### config.mk
export PLATFORM = sky130hd
export DESIGN_NAME = fetch_ctrl_flat
export DESIGN_NICKNAME = d
export VERILOG_FILES = /design/src/rtl/fetch_ctrl_if.sv /design/src/rtl/fetch_ctrl.sv /design/src/flat_wrapper.sv
export SDC_FILE = /design/constraint.sdc
export NUM_CORES = 1
export LEC_CHECK = 0
export BUFFER_PORTS_ARGS = -buffer_cell sky130_fd_sc_hd__buf_2
export CELL_PAD_IN_SITES_DETAIL_PLACEMENT = 0
export CELL_PAD_IN_SITES_GLOBAL_PLACEMENT = 2
export CORE_MARGIN = 2
export CORE_UTILIZATION = 34
export DETAILED_ROUTE_END_ITERATION = 12
export GPL_TIMING_DRIVEN = 0
export PLACE_DENSITY_LB_ADDON = 0.1
export SYNTH_ARGS = -nofsm -noshare
export SYNTH_HDL_FRONTEND = slang
export SYNTH_SLANG_ARGS = --single-unit
### constraint.sdc
create_clock -name clk -period 5.1 [get_ports clk]
set_clock_uncertainty 0.1 [all_clocks]
set_input_delay 0.51 -clock clk [delete_from_list [all_inputs] [get_ports clk]]
set_output_delay 0.51 -clock clk [all_outputs]
set_load 0.01 [all_outputs]
### src/rtl/fetch_ctrl_if.sv
// fetch_ctrl_if: redirect, stall, instruction-memory and IF/ID signals of the fetch stage
interface fetch_ctrl_if;
  logic        stall_req;
  logic        jump;
  logic [31:0] jump_target;
  logic        branch_taken;
  logic [31:0] branch_target;
  logic        imem_ready;
  logic [31:0] imem_rdata;
  logic [31:0] pc;
  logic        imem_req;
  logic [31:0] imem_addr;
  logic [31:0] instr_out;
  logic [31:0] instr_pc;
  logic        ifid_write;
  logic        if_flush;
  modport master (
    input  stall_req, jump, jump_target, branch_taken, branch_target, imem_ready, imem_rdata,
    output pc, imem_req, imem_addr, instr_out, instr_pc, ifid_write, if_flush
  );
  modport slave (
    output stall_req, jump, jump_target, branch_taken, branch_target, imem_ready, imem_rdata,
    input  pc, imem_req, imem_addr, instr_out, instr_pc, ifid_write, if_flush
  );
endinterface

### src/rtl/fetch_ctrl.sv
// fetch_ctrl: instruction fetch controller with hold-off, wait states, stall buffering and redirect draining
module fetch_ctrl #(
  parameter logic [31:0] RESET_PC    = 32'h0000_0000,
  parameter int          HOLD_CYCLES = 2
) (
  input  logic       clk,
  input  logic       reset,
  fetch_ctrl_if.master bus
);
  typedef enum logic [1:0] {HOLD, FETCH, DRAIN, STALL} state_t;
  state_t      state_q, state_d;
  logic [3:0]  cnt_q, cnt_d;
  logic [31:0] pc_q, pc_d, pend_q, pend_d, buf_q, buf_d, buf_pc_q, buf_pc_d;
  logic [31:0] instr_q, instr_d, instr_pc_q, instr_pc_d;
  logic        wr_q, wr_d, flush_q, flush_d;
  logic        redir;
  logic [31:0] tgt_raw, tgt;
  assign redir   = bus.jump | bus.branch_taken;
  assign tgt_raw = bus.jump ? bus.jump_target : bus.branch_target;
  assign tgt     = {tgt_raw[31:2], 2'b00};
  assign bus.imem_req   = reset & (state_q == FETCH | state_q == DRAIN);
  assign bus.imem_addr  = pc_q;
  assign bus.pc         = pc_q;
  assign bus.instr_out  = instr_q;
  assign bus.instr_pc   = instr_pc_q;
  assign bus.ifid_write = wr_q;
  assign bus.if_flush   = flush_q;
  // next-state: a redirect beats both a completing fetch and a stall; discarded words never reach IF/ID
  always_comb begin
    state_d    = state_q;
    cnt_d      = cnt_q;
    pc_d       = pc_q;
    pend_d     = pend_q;
    buf_d      = buf_q;
    buf_pc_d   = buf_pc_q;
    instr_d    = instr_q;
    instr_pc_d = instr_pc_q;
    wr_d       = 1'b0;
    flush_d    = 1'b0;
    case (state_q)
      HOLD: begin
        cnt_d   = cnt_q + 4'd1;
        state_d = (cnt_q == 4'(HOLD_CYCLES - 1)) ? FETCH : HOLD;
      end
      FETCH: begin
        if (redir) begin
          flush_d = 1'b1;
          pc_d    = bus.imem_ready ? tgt : pc_q;
          pend_d  = bus.imem_ready ? pend_q : tgt;
          state_d = bus.imem_ready ? FETCH : DRAIN;
        end else if (bus.imem_ready) begin
          pc_d = pc_q + 32'd4;
          if (bus.stall_req) begin
            buf_d    = bus.imem_rdata;
            buf_pc_d = pc_q;
            state_d  = STALL;
          end else begin
            instr_d    = bus.imem_rdata;
            instr_pc_d = pc_q;
            wr_d       = 1'b1;
          end
        end
      end
      DRAIN: begin
        flush_d = redir;
        pend_d  = redir ? tgt : pend_q;
        pc_d    = bus.imem_ready ? (redir ? tgt : pend_q) : pc_q;
        state_d = bus.imem_ready ? FETCH : DRAIN;
      end
      default: begin
        if (redir) begin
          flush_d = 1'b1;
          pc_d    = tgt;
          state_d = FETCH;
        end else if (!bus.stall_req) begin
          instr_d    = buf_q;
          instr_pc_d = buf_pc_q;
          wr_d       = 1'b1;
          state_d    = FETCH;
        end
      end
    endcase
  end
  // state registers; active-low synchronous reset abandons any request or buffered word
  always_ff @(posedge clk) begin
    if (!reset) begin
      state_q    <= HOLD;
      cnt_q      <= '0;
      pc_q       <= RESET_PC;
      pend_q     <= '0;
      buf_q      <= '0;
      buf_pc_q   <= '0;
      instr_q    <= '0;
      instr_pc_q <= '0;
      wr_q       <= 1'b0;
      flush_q    <= 1'b0;
    end else begin
      state_q    <= state_d;
      cnt_q      <= cnt_d;
      pc_q       <= pc_d;
      pend_q     <= pend_d;
      buf_q      <= buf_d;
      buf_pc_q   <= buf_pc_d;
      instr_q    <= instr_d;
      instr_pc_q <= instr_pc_d;
      wr_q       <= wr_d;
      flush_q    <= flush_d;
    end
  end
endmodule

### src/flat_wrapper.sv
// flat-port wrapper written by rule: the top's interface ports become plain ports
module fetch_ctrl_flat 
#(
  parameter logic [31:0] RESET_PC    = 32'h0000_0000,
  parameter int          HOLD_CYCLES = 2
)
  (clk, reset, bus_stall_req, bus_jump, bus_jump_target, bus_branch_taken, bus_branch_target, bus_imem_ready, bus_imem_rdata, bus_pc, bus_imem_req, bus_imem_addr, bus_instr_out, bus_instr_pc, bus_ifid_write, bus_if_flush);
  fetch_ctrl_if bus_i ();
  input  logic clk;
  input  logic reset;
  input wire logic [$bits(bus_i.stall_req)-1:0] bus_stall_req;
  input wire logic [$bits(bus_i.jump)-1:0] bus_jump;
  input wire logic [$bits(bus_i.jump_target)-1:0] bus_jump_target;
  input wire logic [$bits(bus_i.branch_taken)-1:0] bus_branch_taken;
  input wire logic [$bits(bus_i.branch_target)-1:0] bus_branch_target;
  input wire logic [$bits(bus_i.imem_ready)-1:0] bus_imem_ready;
  input wire logic [$bits(bus_i.imem_rdata)-1:0] bus_imem_rdata;
  output wire logic [$bits(bus_i.pc)-1:0] bus_pc;
  output wire logic [$bits(bus_i.imem_req)-1:0] bus_imem_req;
  output wire logic [$bits(bus_i.imem_addr)-1:0] bus_imem_addr;
  output wire logic [$bits(bus_i.instr_out)-1:0] bus_instr_out;
  output wire logic [$bits(bus_i.instr_pc)-1:0] bus_instr_pc;
  output wire logic [$bits(bus_i.ifid_write)-1:0] bus_ifid_write;
  output wire logic [$bits(bus_i.if_flush)-1:0] bus_if_flush;
  assign bus_i.stall_req = bus_stall_req;
  assign bus_i.jump = bus_jump;
  assign bus_i.jump_target = bus_jump_target;
  assign bus_i.branch_taken = bus_branch_taken;
  assign bus_i.branch_target = bus_branch_target;
  assign bus_i.imem_ready = bus_imem_ready;
  assign bus_i.imem_rdata = bus_imem_rdata;
  assign bus_pc = bus_i.pc;
  assign bus_imem_req = bus_i.imem_req;
  assign bus_imem_addr = bus_i.imem_addr;
  assign bus_instr_out = bus_i.instr_out;
  assign bus_instr_pc = bus_i.instr_pc;
  assign bus_ifid_write = bus_i.ifid_write;
  assign bus_if_flush = bus_i.if_flush;
  fetch_ctrl #(.RESET_PC(RESET_PC), .HOLD_CYCLES(HOLD_CYCLES)) u_core (.clk(clk), .reset(reset), .bus(bus_i));
endmodule
# Yosys cells after proc, flatten, opt, wreduce, memory -nomap -nowiden
# Index checks and enable logic that the tools add are counted.
# word_totals
ff_bits,200
latchBits,0
ram_bits,0
romBits,0
inputBits,102
out_inout_bits,131
wordCells,76
memories,0
# classes
add_sub_neg,2
multipliers,0
div,0
magnitude_cmp,0
n_eq_ne,10
n_shift,0
mux,38
n_bitwise,7
reduce_logical,9
# ops
op,count
$mux 32,19
$pmux 32 s2,3
$pmux 32 s3,1
$add 32x3->32 const B,1
$mux 2,6
$reduce_and 4->1,3
$mux 1,6
$ne 2x2->1 const B,3
$ne 3x2->1 const B,2
$pmux 2 s3,1
$reduce_and 3->1,2
$ne 5x1->1 const B,1
$add 4x1->4 const B,1
$eq 4x1->1 const B,1
$not 1->1,4
$pmux 1 s2,2
$reduce_bool 3->1,1
$eq 2x1->1 const B,1
$eq 2x2->1 const B,1
$logic_not 2->1,1
$ne 2x1->1 const B,1
$or 1x1->1,2
$reduce_bool 2->1,1
$reduce_or 2->1,1
$and 1x1->1,1

# Depth between registers and ports, before layout
# Gate-level depths: netlist of the first run.
# logic_depth
word_depth,4
depth_mapped,10
depth_no_buf,7

# Least setup slack after synthesis of the first run
# No wires, ideal clock.
# synth_path
kind,flip-flop to flip-flop
start,register u_core.pc_q[2] (netlist: u_core.bus.imem_addr[2])
end,register u_core.pc_q[22] (netlist: u_core.bus.imem_addr[22])
setup_time_ns,0.058
arrival_time_ns,2.028
t_required_ns,4.942
slack_ns,2.914
stages_incl_launch_ff,7
path_buffers,0
synth_period_minus_slack_ns,2.186
path_cell_list,dfxtp_1 ha_1 nand4_2 or3_1 or4_1 a21oi_1 o21a_1
# synth_via
elab_chain_len,4
# synth_rtl
element,line,source
start: declaration,fetch_ctrl.sv:13,"logic [31:0] pc_q, pc_d, pend_q, pend_d, buf_q, buf_d, buf_pc_q, buf_pc_d;"
start signal: assignment,fetch_ctrl.sv:100,pc_q <= pc_d;
$add 32x3->32,fetch_ctrl.sv:52,pc_d = pc_q + 32'd4;
$mux 32,fetch_ctrl.sv:51,end else if (bus.imem_ready) begin
$mux 32,fetch_ctrl.sv:46,if (redir) begin
$pmux 32 s3,fetch_ctrl.sv:40,case (state_q)
# No other way between the ends. The select of a mux whose other input is x is not followed.
# A chain may end at the register's enable or synchronous reset.

# Worst setup path in the final report of the first run
# layout_path
start,input reset
end,output bus_imem_req
# layout_via
elab_chain_len,1
# layout_rtl
element,line,source
start: declaration,flat_wrapper.sv:10,input logic reset;
$and 1x1->1,fetch_ctrl.sv:21,assign bus.imem_req = reset & (state_q == FETCH | state_q == DRAIN);
end: declaration,flat_wrapper.sv:19,output wire logic [$bits(bus_i.imem_req)-1:0] bus_imem_req;
# No other way between the ends.

==> results of run 1 <==
[final cells by class]
class / instances / area [um2]
Tap cell: 390 / 488
Timing Repair Buffer: 228 / 1140
Clock buffer: 18 / 439
Sequential cell: 200 / 4000
Fill cell: 3094 / 17100
Buffer: 136 / 678
Multi-Input combinational cell: 876 / 5330
Inverter: 18 / 67.6
Clock inverter: 14 / 151
[cell usage in the layout, fill, tap and decap left out, types with 5 or more instances in the layout]
cell,n
a21oi_1,92
clkbuf_1,71
a22o_1,13
o2bb2ai_1,5
buf_1,5
a311oi_1,8
nor3_1,16
nor4_1,9
dfxtp_1,200
a21boi_0,5
inv_1,17
o21ai_0,49
a211oi_1,96
mux2i_1,95
a31oi_1,11
ha_1,7
nor2b_1,5
clkbuf_16,17
a22oi_1,12
o31ai_1,6
o211ai_1,11
nand4_1,14
nand2_1,189
nand2b_1,5
buf_4,32
nor2_1,122
nand3_1,14
buf_2,254
[worst paths after layout]
path	slack, ps	end	cells past startpoint
worst min register to register	350	u_core.buf_pc_q[25]$_SDFFE_PN0P_	2
worst min-delay path	210	u_core.buf_q[23]$_SDFFE_PN0P_	3
worst max register to register	1810	u_core.bus.imem_addr[11]$_SDFFE_PN0P_	8
worst max-delay path	1670	bus_imem_req	7
[through the flow]
step	utilization, %	total power (uW)	instance area [um2]
after global placement	39.8	3950	11700
after detailed placement	39.8	3950	11700
after global routing	41.8	5600	12300
after CTS	41.8	5330	12300
final	41.8	5310	12300
after floorplan	-	3190	10100
[registers in the layout (all words and copies together), names as in the netlist]
name                   cells
u_core.bus.instr_pc       32
u_core.state_q             2
u_core.cnt_q               4
u_core.bus.instr_out      32
u_core.buf_q              32
u_core.bus.if_flush        1
u_core.pend_q             32
u_core.buf_pc_q           32
u_core.bus.ifid_write      1
u_core.bus.imem_addr      32
[logic make-up after synthesis]
group,count (synthesis)
xor gates and xnor gates,7
DFF,200
muxes,96
AOI/OAI and AO/OA,357
adders and majority gates,7
and+or+nand+nor,409
buffers and inverters,154
[synth_stat cells (4+ instances only)]
master,count,area [um2]
a211oi_1,96,721
a21boi_0,5,37.5
a21oi_1,92,460
a221oi_1,4,35.0
a22o_1,13,114
a22oi_1,12,90.1
a311oi_1,8,70.1
a31oi_1,11,68.8
a32o_1,4,40.0
and3_1,4,25.0
buf_1,5,18.8
buf_2,26,130
buf_4,32,240
clkbuf_1,71,267
dfxtp_1,200,4000
ha_1,7,87.6
inv_1,17,63.8
mux2i_1,95,951
nand2_1,189,709
nand2b_1,5,31.3
nand3_1,14,70.1
nand4_1,14,87.6
nor2_1,122,458
nor2b_1,5,31.3
nor3_1,16,80.1
nor4_1,9,56.3
o211ai_1,11,82.6
o21ai_0,49,245
o2bb2ai_1,5,43.8
o31ai_1,6,45.0
or3_1,4,25.0
or4_1,4,30.0
xor2_1,4,35.0
[routing by layer]
metal / vias to the layer above / GRT usage, %
met3: 35 / 2.82
met4: 0 / 6.85
li1: 4896 / -
met1: 4694 / 35.9
met5: - / 0
met2: 387 / 37.3
[worst reg2reg max path: cells and delay by family, from the launching register on]
family	cells	cell delay [ps]
AOI/OAI and AO/OA	4	1450
adders and majority gates	1	270
buffers and inverters	2	430
DFF	1	410
and+or+nand+nor	1	560
[power by group through the flow]
stage / registers (uW) / clock network [uW] / logic [uW]
4_1_cts: 2000 / 1410 / 1920
5_1_grt: 2030 / 1480 / 2090
2_1_floorplan: 1990 / 0 / 1190
3_3_place_gp: 2030 / 0 / 1920
6_report: 2000 / 1390 / 1930
3_5_place_dp: 2040 / 0 / 1910
==> flow_summary.yaml, run 1 <==
place:
  dp.cells: 1848
  hpwlAfterDp_um: 28800
  dpl_worst_slack_ps: 1670
  gp_congestion: 0.904
  port_buffers: 228
timing:
  slew_headroom_pct: 23.2
  fin_ws_ps: 1670
  fin_crit_ps: 3430
  setup_viol: 0
  finalCritPeriodShare_pct: 67.2
  rsz0062_at_grt: "false"
  timing.final.max_slew_violations: 0
  fin_hold_ws_ps: 208
  tightestPinTransition_ps: 1120
  fin_setup_tns_ps: 0
  hold_viol: 0
  timing.fmax_mhz: 292
worst_setup_path:
  crit_buf_inv: 6
  worstSetupPathType: "in -> out"
  cpMostUsedCell: "clkbuf_1"
  endpoint_kind: "output port"
  slowest_delay_ps: 600
  cp_top_family: "buffers and inverters"
  crit_required_ps: 4490
  startpoint: "reset"
  path_cells: "buf_2 -> clkbuf_1 -> inv_2 -> clkbuf_1 -> clkbuf_1 -> nor2_1 -> buf_2"
  cp-start-kind: "input port"
  crit_arrival_ps: 2820
  crit_fanout: 10
  cpMaxStageDelayCell: "clkbuf_1"
  r2r-start: "u_core.state_q[0]$_SDFFE_PN0P_"
pwr:
  ir_worst_vdd_mv: 0.232
  swShare_pct: 40.6
  switchingPower_uw: 2160
  pwr-share-seq_pct: 37.6
  power_frac_clock_pct: 26.1
  p_per_area_nw_per_um2: 432
  p_leak_uw: 0.00473
  p_comb_share_pct: 36.3
  internal_power_uw: 3160
synthesis:
  synthCells: 1230
  async_flop_share_pct: 0
  post_synth_fa_ha_maj_area_fraction_pct: 0.869
  synth_top_family_by_area: "compound AO/OA/AOI/OAI gates"
  synth.mux.area_fraction_pct: 9.55
  yosysUniqueCellTypes: 72
  syn_nets: 1339
  yosysWarningCount: 0
  synth-xor-area-share_pct: 0.608
  synth_compound_area_share_pct: 23.9
  ys_ff_latch: 200
  synth_edf_count: 0
  syn_area_per_cell_um2: 8.19
  ys_seq_area_share_pct: 39.7
  synth_flop_cell: "dfxtp_1"
  netlist_area_um2: 10100
  synth_simple_gate_area_share_pct: 17.9
min_path:
  hp-class: "in -> reg"
  min_from: "bus_imem_rdata[23]"
flow_run:
  maxCapViolations: 0
drt:
  dr.pass1.iters: 5
  routedWlPerCell_um: 20.3
  met2_length_um: 16600
  drc: 0
  vias: 10012
  drtIter0Drc: 781
  antenna_left: 0
  top_layer: "met4"
  m1WireLength_um: 18500
  post_drt_via_cell_ratio: 5.33
  wl_um: 38200
  met3WireLength_um: 2340
die:
  fp.dieH_um: 176
  die-area_um2: 31000
  coreArea_um2: 29400
  die_w_um: 176
  io_pins: 233
  rows: 63
  initial_core_util_pct: 34.3
global_routing:
  antenna_found_initial: 0
  grt_max_degree: 21
  grt_pass1_wl_um: 57700
  grt_overflow: 0
  track_usage_pct: 24.3
  grt_pass1_vias: 9400
finish:
  syn_to_final_growth_pct: 22.0
  stdcell_count: 1880
  fin_nets: 1586
  final_layout_size_suffix_gt1_share_pct: 22.4
  antenna_cells: 0
clock_tree:
  numCtsBuffers: 17
  cts_buffer_depth: 2
  htree_levels: 4
  cts_tree: "yes"
  cts.repair.resized: 0
  clock-sinks: 200
  cts_hold_buf: 0
  cts_root_buffer: "clkbuf_16"
  postCtsSetupBuffers: 0
  insertion_delay_ps: 440
  cts.reportedPaths.clkPinSlew_ps: 90
status:
  outcome: "finished clean"
No activity file was read; power rests on OpenSTA's default activity.
==> inputs of run 2 (changes only) <==
- CORE_UTILIZATION: 34 -> 31
- clock period: 5.1 -> 3.2 ns (I/O delays scaled with it)
==> flow_summary.yaml, run 2 (synthesized netlist as in run 1, its figures left out) <==
place:
  hpwlAfterDp_um: 29800
  port_buffers: 228
  dp.cells: 1900
  gp_congestion: 0.864
die:
  io_pins: 233
  initial_core_util_pct: 31.2
  coreArea_um2: 32300
  die_w_um: 184
  fp.dieH_um: 184
  die-area_um2: 34000
  rows: 66
drt:
  antenna_left: 0
  routedWlPerCell_um: 20.2
  top_layer: "met4"
  vias: 9928
  met2_length_um: 16800
  drtIter0Drc: 609
  wl_um: 39000
  drc: 0
  post_drt_via_cell_ratio: 5.14
  m1WireLength_um: 19400
  met3WireLength_um: 2270
  dr.pass1.iters: 5
global_routing:
  antenna_found_initial: 0
  grt_pass1_wl_um: 58400
  grt_overflow: 0
  grt_max_degree: 19
  track_usage_pct: 22.9
  grt_pass1_vias: 9389
timing:
  setup_viol: 0
  slew_headroom_pct: 26.7
  rsz0062_at_grt: "false"
  fin_crit_ps: 2990
  tightestPinTransition_ps: 1090
  timing.final.max_slew_violations: 0
  timing.fmax_mhz: 335
  finalCritPeriodShare_pct: 93.4
  hold_viol: 0
worst_setup_path:
  startpoint: "reset"
  cp_top_family: "buffers and inverters"
  r2r-start: "u_core.state_q[0]$_SDFFE_PN0P_"
  r2r_end: "u_core.bus.imem_addr[12]$_SDFFE_PN0P_"
  worstSetupPathType: "in -> out"
  crit_buf_inv: 6
  cpMostUsedCell: "clkbuf_1"
  crit_arrival_ps: 2570
  cpMaxStageDelayCell: "clkbuf_1"
  rrSetupSlack_ps: 210
  cp-start-kind: "input port"
  path_cells: "buf_2 -> clkbuf_1 -> inv_2 -> clkbuf_1 -> clkbuf_1 -> nor2_1 -> buf_2"
  endpoint_kind: "output port"
  cp_num_cells: 7
  crit_required_ps: 2780
  endpoint: "bus_imem_req"
  crit_fanout: 10
  slowest_delay_ps: 600
  ff2ff_path_depth: 9
pwr:
  p_comb_share_pct: 36.5
  power_frac_clock_pct: 25.9
  total_power_uw: 8500
  switchingPower_uw: 3410
  p_per_area_nw_per_um2: 685
  pwr-share-seq_pct: 37.6
  ir_worst_vdd_mv: 0.372
  swShare_pct: 40.1
  internal_power_uw: 5100
  p_leak_uw: 0.00475
clock_tree:
  numCtsBuffers: 17
  cts_tree: "yes"
  cts_root_buffer: "clkbuf_16"
  clock-sinks: 200
  htree_levels: 4
  cts.reportedPaths.clkPinSlew_ps: 80
  insertion_delay_ps: 450
  cts_buffer_depth: 2
finish:
  syn_to_final_growth_pct: 23.2
  fin_nets: 1587
  final_layout_size_suffix_gt1_share_pct: 22.9
  layout_common_cells: "buf_2 (255), dfxtp_1 (200), nand2_1 (188), nor2_1 (121)"
  stdcell_count: 1933
  final_common_cell: "buf_2"
  antenna_cells: 0
status:
  outcome: "finished clean"
min_path:
  hp-class: "in -> reg"
flow_run:
  maxCapViolations: 0
==> run 2: final cells by class <==
| class | instances | area (um2) |
|---|---|---|
| repair buffers | 230 | 1160 |
| plain buffers | 135 | 679 |
| clock inverters | 12 | 140 |
| multi-input cells | 876 | 5370 |
| fillers | 3496 | 19900 |
| inverters | 18 | 67.6 |
| clock buffers | 20 | 447 |
| well taps | 442 | 553 |
| flip-flops and latches | 200 | 4000 |
==> run 2: power groups by stage <==
stage	combinational [uW]	sequential [uW]	clock [uW]
2_1_floorplan	1900	3180	0
5_1_grt	3380	3250	2340
3_3_place_gp	3070	3250	0
6_report	3100	3200	2210
3_5_place_dp	3060	3260	0
4_1_cts	3080	3200	2250
==> run 2: worst register-to-register path: stages (launching register included) <==
cell and delay (ps):
dfxtp_1 380, inv_1 80, ha_1 280, clkbuf_1 340, inv_1 250, clkbuf_1 340
o21ai_0 160, nand2_1 100, a2111oi_1 690, a221o_1 200
==> run 2: worst min path at each step <==
| stage | start | to | slack, ps | depth (start not counted) |
|---|---|---|---|---|
| 2_1_floorplan | bus_stall_req | u_core.bus.ifid_write$_SDFF_PN0_ | 300 | 1 |
| 3_3_place_gp | u_core.buf_q[25]$_SDFFE_PN0P_ | u_core.buf_q[25]$_SDFFE_PN0P_ | 340 | 2 |
| 3_5_place_dp | u_core.pend_q[1]$_SDFFE_PN0P_ | u_core.bus.imem_addr[1]$_SDFFE_PN0P_ | 340 | 2 |
| 4_1_cts | bus_imem_rdata[8] | u_core.buf_q[8]$_SDFFE_PN0P_ | 2 | 3 |
| 5_1_grt | bus_imem_rdata[22] | u_core.buf_q[22]$_SDFFE_PN0P_ | 10 | 3 |
| 6_report | bus_imem_rdata[8] | u_core.buf_q[8]$_SDFFE_PN0P_ | 20 | 3 |
==> run 2: timing repair <==
action | 4_1_cts | 5_1_grt
resized for setup | 2 | 16
gates cloned | 0 | 0
endpoints found under the setup margin | 60 | 82
buffers inserted | 0 | 0
hold endpoints to repair | 2 | 0
hold buffers | 2 | 0
==> run 2: stage by stage <==
step,setup TNS (ps),area (um2),setup WS (ps),hold WS (ps),utilization (%)
after detailed placement,-1280,11800,-52.1,342,36.5
after global routing,0,12400,17.3,13.4,38.5
after floorplan,0,10100,1010,299,-
final,0,12400,210,20.2,38.5
after global placement,-832,11800,-33.8,340,36.5
after CTS,0,12400,42.3,2.24,38.4
==> run 2: routing by layer <==
metal  GRT usage, %  vias up
met5              0        -
met4           5.92        0
met3           3.50       41
met2           34.9      355
met1           33.5     4635
li1               -     4897
